$ cat config.mk
export PLATFORM = sky130hd
export DESIGN_NAME = activation_feeder
export DESIGN_NICKNAME = d
export VERILOG_FILES = /design/src/rtl/tpu_pkg.sv /design/src/rtl/feed_skew.sv /design/src/rtl/activation_feeder.sv
export SDC_FILE = /design/constraint.sdc
export NUM_CORES = 1
export LEC_CHECK = 0
export BUFFER_PORTS_ARGS = -buffer_cell sky130_fd_sc_hd__buf_2
export CAP_MARGIN = 20
export CORE_ASPECT_RATIO = 0.6
export CORE_MARGIN = 2
export CORE_UTILIZATION = 45
export DETAILED_ROUTE_END_ITERATION = 8
export GPL_ROUTABILITY_DRIVEN = 0
export PLACE_DENSITY_LB_ADDON = 0.15
export SYNTH_ARGS = -nofsm -noshare
export SYNTH_HDL_FRONTEND = slang
export SYNTH_SLANG_ARGS = --single-unit
$ cat constraint.sdc
create_clock -name clk -period 2.7 [get_ports clk]
set_clock_uncertainty 0.2 [all_clocks]
set_input_delay 0.54 -clock clk [delete_from_list [all_inputs] [get_ports clk]]
set_output_delay 0.54 -clock clk [all_outputs]
set_load 0.1 [all_outputs]
$ cat src/rtl/tpu_pkg.sv
// Shared types and default sizes for the TPU activation path.
package tpu_pkg;

  localparam int unsigned DATA_W = 8;
  localparam int unsigned N      = 2;

  // Last step index of a feed; a 2x2 skewed feed occupies steps 0..2.
  localparam logic [1:0] STEP_LAST = 2'd2;

  typedef enum logic [1:0] {
    IDLE = 2'd0,
    FEED = 2'd1,
    DONE = 2'd2
  } state_t;

endpackage

$ cat src/rtl/feed_skew.sv
// One-cycle delay stage for a systolic row input, with synchronous clear.
module feed_skew #(
  parameter int unsigned DATA_W = 8
) (
  input  logic              clk,
  input  logic              reset,
  input  logic              clear,
  input  logic [DATA_W-1:0] d,
  output logic [DATA_W-1:0] q
);

  // Delay register: cleared asynchronously by reset, synchronously by clear.
  always_ff @(posedge clk or posedge reset) begin
    if (reset) begin
      q <= '0;
    end else if (clear) begin
      q <= '0;
    end else begin
      q <= d;
    end
  end

endmodule

$ cat src/rtl/activation_feeder.sv
// Stages a 2x2 activation matrix and feeds it skewed into a systolic array:
// row 0 carries A00, A01; row 1 carries A10, A11 one cycle later.
module activation_feeder #(
  parameter int unsigned DATA_W = tpu_pkg::DATA_W,
  parameter int unsigned N      = tpu_pkg::N
) (
  input  logic              clk,
  input  logic              reset,
  input  logic              wr_en,
  input  logic [1:0]        wr_addr,
  input  logic [DATA_W-1:0] wr_data,
  input  logic              start,
  output logic [DATA_W-1:0] a_out_0,
  output logic [DATA_W-1:0] a_out_1,
  output logic              valid_out,
  output logic              busy,
  output logic              done
);
  import tpu_pkg::*;

  state_t            state;
  state_t            state_nxt;
  logic [1:0]        step;
  logic [1:0]        step_nxt;
  logic [DATA_W-1:0] buffer [N*N];
  logic [DATA_W-1:0] row0_nxt;
  logic [DATA_W-1:0] row1_pre;
  logic              wr_fire;
  logic              skew_clear;

  // Writes land only while idle, and a coincident start takes priority.
  assign wr_fire    = (state == IDLE) && wr_en && !start;
  assign skew_clear = (state != FEED);

  // State and step registers.
  always_ff @(posedge clk or posedge reset) begin
    if (reset) begin
      state <= IDLE;
      step  <= '0;
    end else begin
      state <= state_nxt;
      step  <= step_nxt;
    end
  end

  // Next-state logic: IDLE -> FEED (3 steps) -> DONE -> IDLE.
  always_comb begin
    state_nxt = state;
    step_nxt  = step;
    case (state)
      IDLE: begin
        if (start) begin
          state_nxt = FEED;
          step_nxt  = '0;
        end
      end
      FEED: begin
        if (step == STEP_LAST) begin
          state_nxt = DONE;
          step_nxt  = '0;
        end else begin
          step_nxt = step + 2'd1;
        end
      end
      DONE: begin
        state_nxt = IDLE;
      end
      default: begin
        state_nxt = IDLE;
        step_nxt  = '0;
      end
    endcase
  end

  // Staging buffer, preserved across feeds.
  always_ff @(posedge clk or posedge reset) begin
    if (reset) begin
      for (int unsigned i = 0; i < N*N; i++) begin
        buffer[i] <= '0;
      end
    end else if (wr_fire) begin
      buffer[wr_addr] <= wr_data;
    end
  end

  // Row 0 value for the upcoming cycle, chosen from the next step so the
  // registered output lines up with the state it describes.
  always_comb begin
    row0_nxt = '0;
    if (state_nxt == FEED) begin
      case (step_nxt)
        2'd0:    row0_nxt = buffer[0];
        2'd1:    row0_nxt = buffer[1];
        default: row0_nxt = '0;
      endcase
    end
  end

  // Unskewed row 1 stream from the current step; feed_skew delays it by one
  // cycle so A10 appears at step 1 and A11 at step 2.
  always_comb begin
    row1_pre = '0;
    if (state == FEED) begin
      case (step)
        2'd0:    row1_pre = buffer[2];
        2'd1:    row1_pre = buffer[3];
        default: row1_pre = '0;
      endcase
    end
  end

  feed_skew #(
    .DATA_W(DATA_W)
  ) u_row1_skew (
    .clk  (clk),
    .reset(reset),
    .clear(skew_clear),
    .d    (row1_pre),
    .q    (a_out_1)
  );

  // Registered row 0 data and status flags, derived from the next state.
  always_ff @(posedge clk or posedge reset) begin
    if (reset) begin
      a_out_0   <= '0;
      valid_out <= 1'b0;
      busy      <= 1'b0;
      done      <= 1'b0;
    end else begin
      a_out_0   <= row0_nxt;
      valid_out <= (state_nxt == FEED);
      busy      <= (state_nxt != IDLE);
      done      <= (state_nxt == DONE);
    end
  end

endmodule

[Word level (Yosys, flattened, before mapping)]
Index checks and enable logic that the tools add are counted.
Cells by class
  add/subtract/negate cells: 1
  bitwise logic cells: 1
  equal/unequal tests: 8
  muxes and demuxes: 14
  reduce and logical (&&, ||, !) cells: 8
  order comparisons: 2
Operator list (number)
  $bwmux W32: 1
  $mux W8: 4
  $pmux W8 S2: 2
  $demux W8 S2: 1
  $eq A2 B1 Y1 const B: 4
  $mux W2: 4
  $eq A2 B2 Y1 const B: 3
  $logic_not A2 Y1: 3
  $pmux W2 S3: 1
  $pmux W2 S2: 1
  $ge A3 B3 Y1 const B: 1
  $logic_and A1 B1 Y1: 3
  $lt A3 B1 Y1 const B: 1
  $not A2 Y3: 1
  $add A2 B1 Y2 const B: 1
  $ne A2 B1 Y1 const B: 1
  $reduce_bool A2 Y1: 1
  $logic_not A1 Y1: 1
Word-level totals
  logic and storage cells: 45
  bits in registers: 55

[Longest topological paths before layout]
Gate-level depths: netlist of the first run.
  depth in word-level cells: 6
  gate-level depth with buffers: 5

[Hierarchy]
From an unflattened synthesis of the first run, not the netlist that was laid out.
Second synthesis, totals
  cells, all modules: 148
  area, all modules: 2183.3 µm²
By module, submodules not included
  activation_feeder: cells an instance 131, instances 1, seq. area each 1176.1 µm², area each 1929.4 µm²
  feed_skew: cells an instance 17, instances 1, seq. area each 200.2 µm², area each 254.0 µm²

[Least setup slack after synthesis of the first run]
OpenSTA, ideal clock, no wires.
  path kind: input to register
  from: input port start
  to: register buffer[0] in the netlist's numbering
  buffers on the path: 1
  setup slack: 0.868 ns
  cell stages on the path: 4
  data required time: 2.375 ns
  library setup time: 0.125 ns
  data arrival time: 1.507 ns
  cell sequence: nor4b_4 > and3_1 > buf_4 > mux2_2
On the way
  cells in the longest elaborated chain, start to end: 2
Ends and longest elaborated chain
  start, declared: RTL line activation_feeder.sv:12  | input logic start,
  $logic_not A1 Y1: RTL line activation_feeder.sv:32  | assign wr_fire = (state == IDLE) && wr_en && !start;
  $logic_and A1 B1 Y1: RTL line activation_feeder.sv:32
  end signal, assigned by index: RTL line activation_feeder.sv:82  | buffer[wr_addr] <= wr_data;
  end, declared: RTL line activation_feeder.sv:25  | logic [DATA_W-1:0] buffer [N*N];
Every way passes these cells.
A chain may end at the register's enable or synchronous reset.

[Worst setup path after layout of the first run]
  from: register state[0]
  to: register buffer[5] in the netlist's numbering
On the way
  cells in the longest elaborated chain, start to end: 3
Ends and longest elaborated chain
  start, declared: RTL line activation_feeder.sv:21  | state_t state;
  start signal, assigned: RTL line activation_feeder.sv:41  | state <= state_nxt;
  $logic_not A2 Y1: RTL line activation_feeder.sv:32
  $logic_and A1 B1 Y1 (2 in a row): RTL line activation_feeder.sv:32
Every way passes these cells.

==> reports/metrics.cfg, run 1 <==
[setup_path]
end_kind = register
crit_arrival_ps = 2090
max_stage_delay_ps = 490
path_delay_family = simple AND/OR/NAND/NOR gates
critical_path_required_ps = 2680
critPathBufInv = 0
critPathKind = reg2reg
crit_chain = nor4b_4 > and3_1 > mux2_2
cp_slowest_cell = dfrtp_1
critPathMaxFanout = 10
startpoint_type = register

[floorplanning]
ioPinCount = 33
die_area_um2 = 5317
start_util = 0.4666
die_w_um = 92.81
row_count = 19
die_h_um = 57.29
core_um2 = 4564

[synth]
yosys.cell_count.top_type = dfrtp_1
synth_top_cell_area_share = 0.6463
ys_top_cells_by_count = dfrtp_1 (55), mux2_2 (32), nor2_1 (11)
syn_area_um2 = 2130
avgSynthCellArea_um2 = 15.43
yosysSeqAreaShare = 0.6463
yosysTopAreaCell = dfrtp_1
ys_top_cells_by_area = dfrtp_1 (65%), mux2_2 (17%), mux2i_1 (3.8%)
async_reset_ff_frac = 1.000
synth_edf_count = 0
ys_ff_latch = 55
synthFlopType = dfrtp_1
syn-num-nets = 152
synth_cells = 138
synth-warning-count = 0
synth.distinct_cells = 22

[grt]
grt_pass1_vias = 1268
antenna_found_initial = 0
track_usage = 0.1611
grt_overflow = 0
grt_max_degree = 56
grt_pass1_wl_um = 6451

[cts]
htree_num_levels = 2
cts_tree = yes
cts_setup_buffers = 0
path_clk_slew_ps = 90
cts_buffers = 5
cts_root_buf = clkbuf_8
hold_buffers = 0
cts_buffer_depth = 2
clkSinkCount = 55
cts_resized = 0
clock_latency_ps = 290

[finish]
antenna_cells = 0
drive_gt1_frac = 0.4602
fin_util = 0.5367
final-seq-area_um2 = 1376
syn2layout_area_growth_pct = 15.04
fillCellCount = 406
nets = 190
multi_input_area_um2 = 713.2

[placement]
port-buffer-count = 32
place_hpwl_um = 2591

[route]
vias = 1208
wl_um = 3777
drcViolationCount = 0
drtIter0Drc = 43
wl_per_cell_um = 15.80
ant_nets = 0
dr.pass1.iters = 4
viasPerCell = 5.054

[timing]
setup_violations = 0
slew_headroom = 0.5545
report.final.hold_viol_count = 0
setup_tns_ps = 0
fin_crit_ps = 2112
timing.final.crit_share = 0.7823
fmax_mhz = 473.4
final_max_slew_viol_count = 0
rsz0062_at_grt = false
tightest_slew_ps = 668.2

[power]
ir_drop_mv = 0.4990
pwr_density_cell_nw_per_um2 = 1260
internal_power_mw = 1.744
p_sw_frac = 0.4350
clkPwrFrac = 0.141
p_leak_nw = 1.226
power.switching_mw = 1.343
combPwrFrac = 0.433
p_seq_frac = 0.426

[run]
maxCapViolCount = 0

[outcome]
status = finished, final reports clean

[hold_path]
hp-class = in2async

-- layout by cell type, fill, tap and decap left out, drive strengths merged, types with 2 or more instances in the layout --
cell,n
and4,2
a21oi,2
a311oi,2
dfrtp,55
a22o,8
nand3b,2
inv,3
buf,35
clkbuf,6
mux2,32
mux2i,8
nor2,12
-- routing by layer --
metal  global-route usage  part of all wire  vias to the layer above
met5                    0                 0                        -
met4              0.03571                 0                        0
met3              0.04888             0.045                        0
met2               0.2557              0.47                       22
met1               0.2230              0.48                      613
li1                     -                 -                      573
-- cells by family (layout without fill, tap and decap cells) --
family,count (synthesis),count (layout),share of synthesized area
AO/OA/AOI/OAI,14,14,0.05406
buffers and inverters,7,45,0.01880
flip-flops,55,55,0.6463
multiplexers,40,40,0.2068
AND/OR/NAND/NOR,22,22,0.07403
-- tightest hold or removal path, delay by kind of cell --
| family | cells | cell delay (ps) |
|---|---|---|
| buffers and inverters | 3 | 650 |
-- through the flow --
stage	area, um^2	cells	hold slack, ps	power (mW)	setup slack, ps
2_1_floorplan	2130	138	260.3	2.419	617.1
3_3_place_gp	2362	232	268.8	2.637	580.5
3_5_place_dp	2362	232	278.3	2.677	489.2
4_1_cts	2450	239	243.8	3.117	574.1
5_1_grt	2450	239	273.6	3.258	485.6
6_report	2450	239	220.6	3.087	587.8
-- power by group through the flow --
| stage | clock [mW] | combinational, mW | sequential (mW) |
|---|---|---|---|
| 2_1_floorplan | 0 | 0.553 | 1.87 |
| 3_3_place_gp | 0 | 1.33 | 1.31 |
| 3_5_place_dp | 0 | 1.35 | 1.33 |
| 4_1_cts | 0.450 | 1.35 | 1.31 |
| 5_1_grt | 0.485 | 1.42 | 1.36 |
| 6_report | 0.437 | 1.34 | 1.31 |
-- path summary, 6_finish.rpt --
kind / slack [ps] / startpoint / end / cells after the start
setup / recovery: 590 / state[0] / buffer[5] / 3
hold / removal: 220 / reset / valid_out / 3
setup reg to reg: 590 / state[0] / buffer[5] / 3
hold reg to reg: 290 / buffer[28] / a_out_0[4] / 1
max in group asynchronous: 1640 / reset / a_out_0[7] / 3
min in group clk: 290 / buffer[28] / a_out_0[4] / 1
-- sequential cells by signal, indices dropped and copies added, names as in the netlist --
| signal | count |
|---|---|
| a_out_0 | 8 |
| buffer | 32 |
| busy | 1 |
| done | 1 |
| state | 2 |
| step | 2 |
| u_row1_skew.q | 8 |
| valid_out | 1 |
-- layout make-up --
cell class                      instances  share of cell area
Clock buffer                            6             0.03371
Tap cell                               63             0.03218
Timing Repair Buffer                   35             0.07457
Inverter                                3            0.004597
Sequential cell                        55              0.5618
Clock inverter                          1            0.002043
Multi-Input combinational cell         76              0.2911
(Power assumes the default switching activity.)
==> run 2, diff against run 1 <==
ABC_AREA = 1   (was not set)
clock period = 2 ns   (was 2.7 ns; I/O delays follow)
==> run 2 against run 1 <==
- synthesized cell count rose by 64%
- count of clock-buffer cells in the layout decreased by 1
- non-clock buffer count increased by 3
- critical path type unchanged
- worst hold slack worse by 72 ps
- first-iteration DRC count increased by 100%
- fmax is 19% higher
==> reports/metrics.cfg, run 2 <==
[outcome]
status = finished, final reports clean

[timing]
timing.final.crit_share = 0.8854
tightest_slew_ps = 538.3
setup_violations = 0
slew_headroom = 0.6412
setup_tns_ps = 0
hold_slack_ps = 148.3
final_max_slew_viol_count = 0
rsz0062_at_grt = false
report.final.hold_viol_count = 0
fin_crit_ps = 1771
setup_ws_ps = 229.2
fmax_mhz = 564.7

[synth]
async_reset_ff_frac = 1.000
syn_area_um2 = 2350
ys_ff_latch = 55
synth.distinct_cells = 21
synthFlopType = dfrtp_1
ys_top_cells_by_area = dfrtp_1 (59%), inv_1 (6.9%), o21ai_0 (6.8%)
avgSynthCellArea_um2 = 10.35
yosys.cell_count.top_type = dfrtp_1
synth_top_cell_area_share = 0.5857
syn-num-nets = 241
yosysTopAreaCell = dfrtp_1
synth_cells = 227
synth_edf_count = 0
synth-warning-count = 0
ys_top_cells_by_count = dfrtp_1 (55), inv_1 (43), nand2_1 (35)
yosysSeqAreaShare = 0.5857

[setup_path]
critical_path_required_ps = 1970
crit_arrival_ps = 1740
critPathKind = reg2reg
critPathMaxFanout = 16
startpoint = state[1]
end_kind = register
timing.rr.start = state[1]
startpoint_type = register

[cts]
clkSinkCount = 55
hold_buffers = 1
clock_latency_ps = 300
htree_num_levels = 2
cts_buffers = 5
cts_setup_buffers = 0
cts_resized = 0
path_clk_slew_ps = 100
cts_root_buf = clkbuf_8
cts_tree = yes
cts_buffer_depth = 2

[grt]
grt_pass1_vias = 1525
grt_overflow = 0
track_usage = 0.1732
antenna_found_initial = 0
grt_pass1_wl_um = 7562
grt_max_degree = 32

[finish]
fillCellCount = 489
antenna_cells = 0
top_register = buffer
reg_top3 = buffer (32), a_out_0 (8), u_row1_skew.q (8)
largest_reg_flops = 32
layout_commonest_cell = dfrtp_1
layout_common_cells = dfrtp_1 (55), inv_1 (42), nand2_1 (35), o21ai_0 (32), buf_2 (32)
fin_area_um2 = 2715
syn2layout_area_growth_pct = 15.55
nets = 281
drive_gt1_frac = 0.2687

[hold_path]
hp-class = in2reg
min-delay-start = wr_data[5]

[route]
wl_met1_um = 2283
wl_um = 4365
wl_met3_um = 177
drcViolationCount = 0
ant_nets = 0
wl_per_cell_um = 13.07
routed.top_layer = met4
dr.pass1.iters = 5
vias = 1594
route.met2.wl_um = 1889
drtIter0Drc = 87
viasPerCell = 4.772

[floorplanning]
row_count = 20
die_area_um2 = 5835
die_h_um = 59.98
die_w_um = 97.29
core_um2 = 5055
start_util = 0.4649
ioPinCount = 33

[placement]
placed_cell_area_um2 = 2592
dp_slack_ps = 217.5
place_hpwl_um = 3138
port-buffer-count = 32

[run]
maxCapViolCount = 0

-- run 2: cell types whose count changed in the layout (fill, tap and decap cells not counted), moves of 8 or more --
cell,delta
nand3_2,+10
o22ai_1,+8
mux2i_1,-8
mux2_2,-32
a22o_1,-8
o21ai_0,+32
nand3_1,+8
nand2_1,+35
inv_1,+40
-- run 2: path summary, 6_finish.rpt --
path	endpoint	slack (ps)	cells past startpoint
hold / removal	buffer[5]	150	3
min in group asynchronous	step[0]	420	3
setup reg to reg	buffer[22]	230	4
max in group asynchronous	buffer[22]	680	4
hold reg to reg	u_row1_skew.q[1]	330	2
setup / recovery	buffer[22]	230	4
-- run 2: logic make-up (layout without fill, tap and decap cells) --
logic type / Yosys count / count (layout) / synth area share
AND/OR/NAND/NOR: 73 / 73 / 0.2071
flip-flops: 55 / 55 / 0.5857
AO/OA/AOI/OAI: 50 / 50 / 0.1155
buffers and inverters: 49 / 90 / 0.09158
-- run 2: routing by layer --
layer,global-route usage,vias to the layer above
met1,0.2553,760
li1,-,805
met4,0.05357,0
met2,0.2560,27
met3,0.04327,2
met5,0,-
-- run 2: metrics by stage --
step             util  instances
5_1_grt        0.5371        334
2_1_floorplan       -        227
3_3_place_gp   0.5129        325
3_5_place_dp   0.5129        325
4_1_cts        0.5371        334
6_report       0.5371        334
-- run 2: layout make-up --
cell class | count | area, um^2 | area share
Clock buffer | 5 | 68.82 | 0.02535
Clock inverter | 3 | 43.79 | 0.01613
Inverter | 44 | 165.2 | 0.06083
Multi-Input combinational cell | 123 | 758.2 | 0.2793
Sequential cell | 55 | 1376 | 0.5069
Tap cell | 66 | 82.58 | 0.03041
Timing Repair Buffer | 38 | 220.2 | 0.08111
-- run 2: worst max-delay path, stage by stage (launching register included) --
cell     delay [ps]
dfrtp_1         490
nor2_4          190
nand3_4         160
nor3_4          430
o21ai_0         150
Power of run 2 is not shown: default switching activity piles up to over one toggle a cycle in this logic, so the estimate is an artifact.
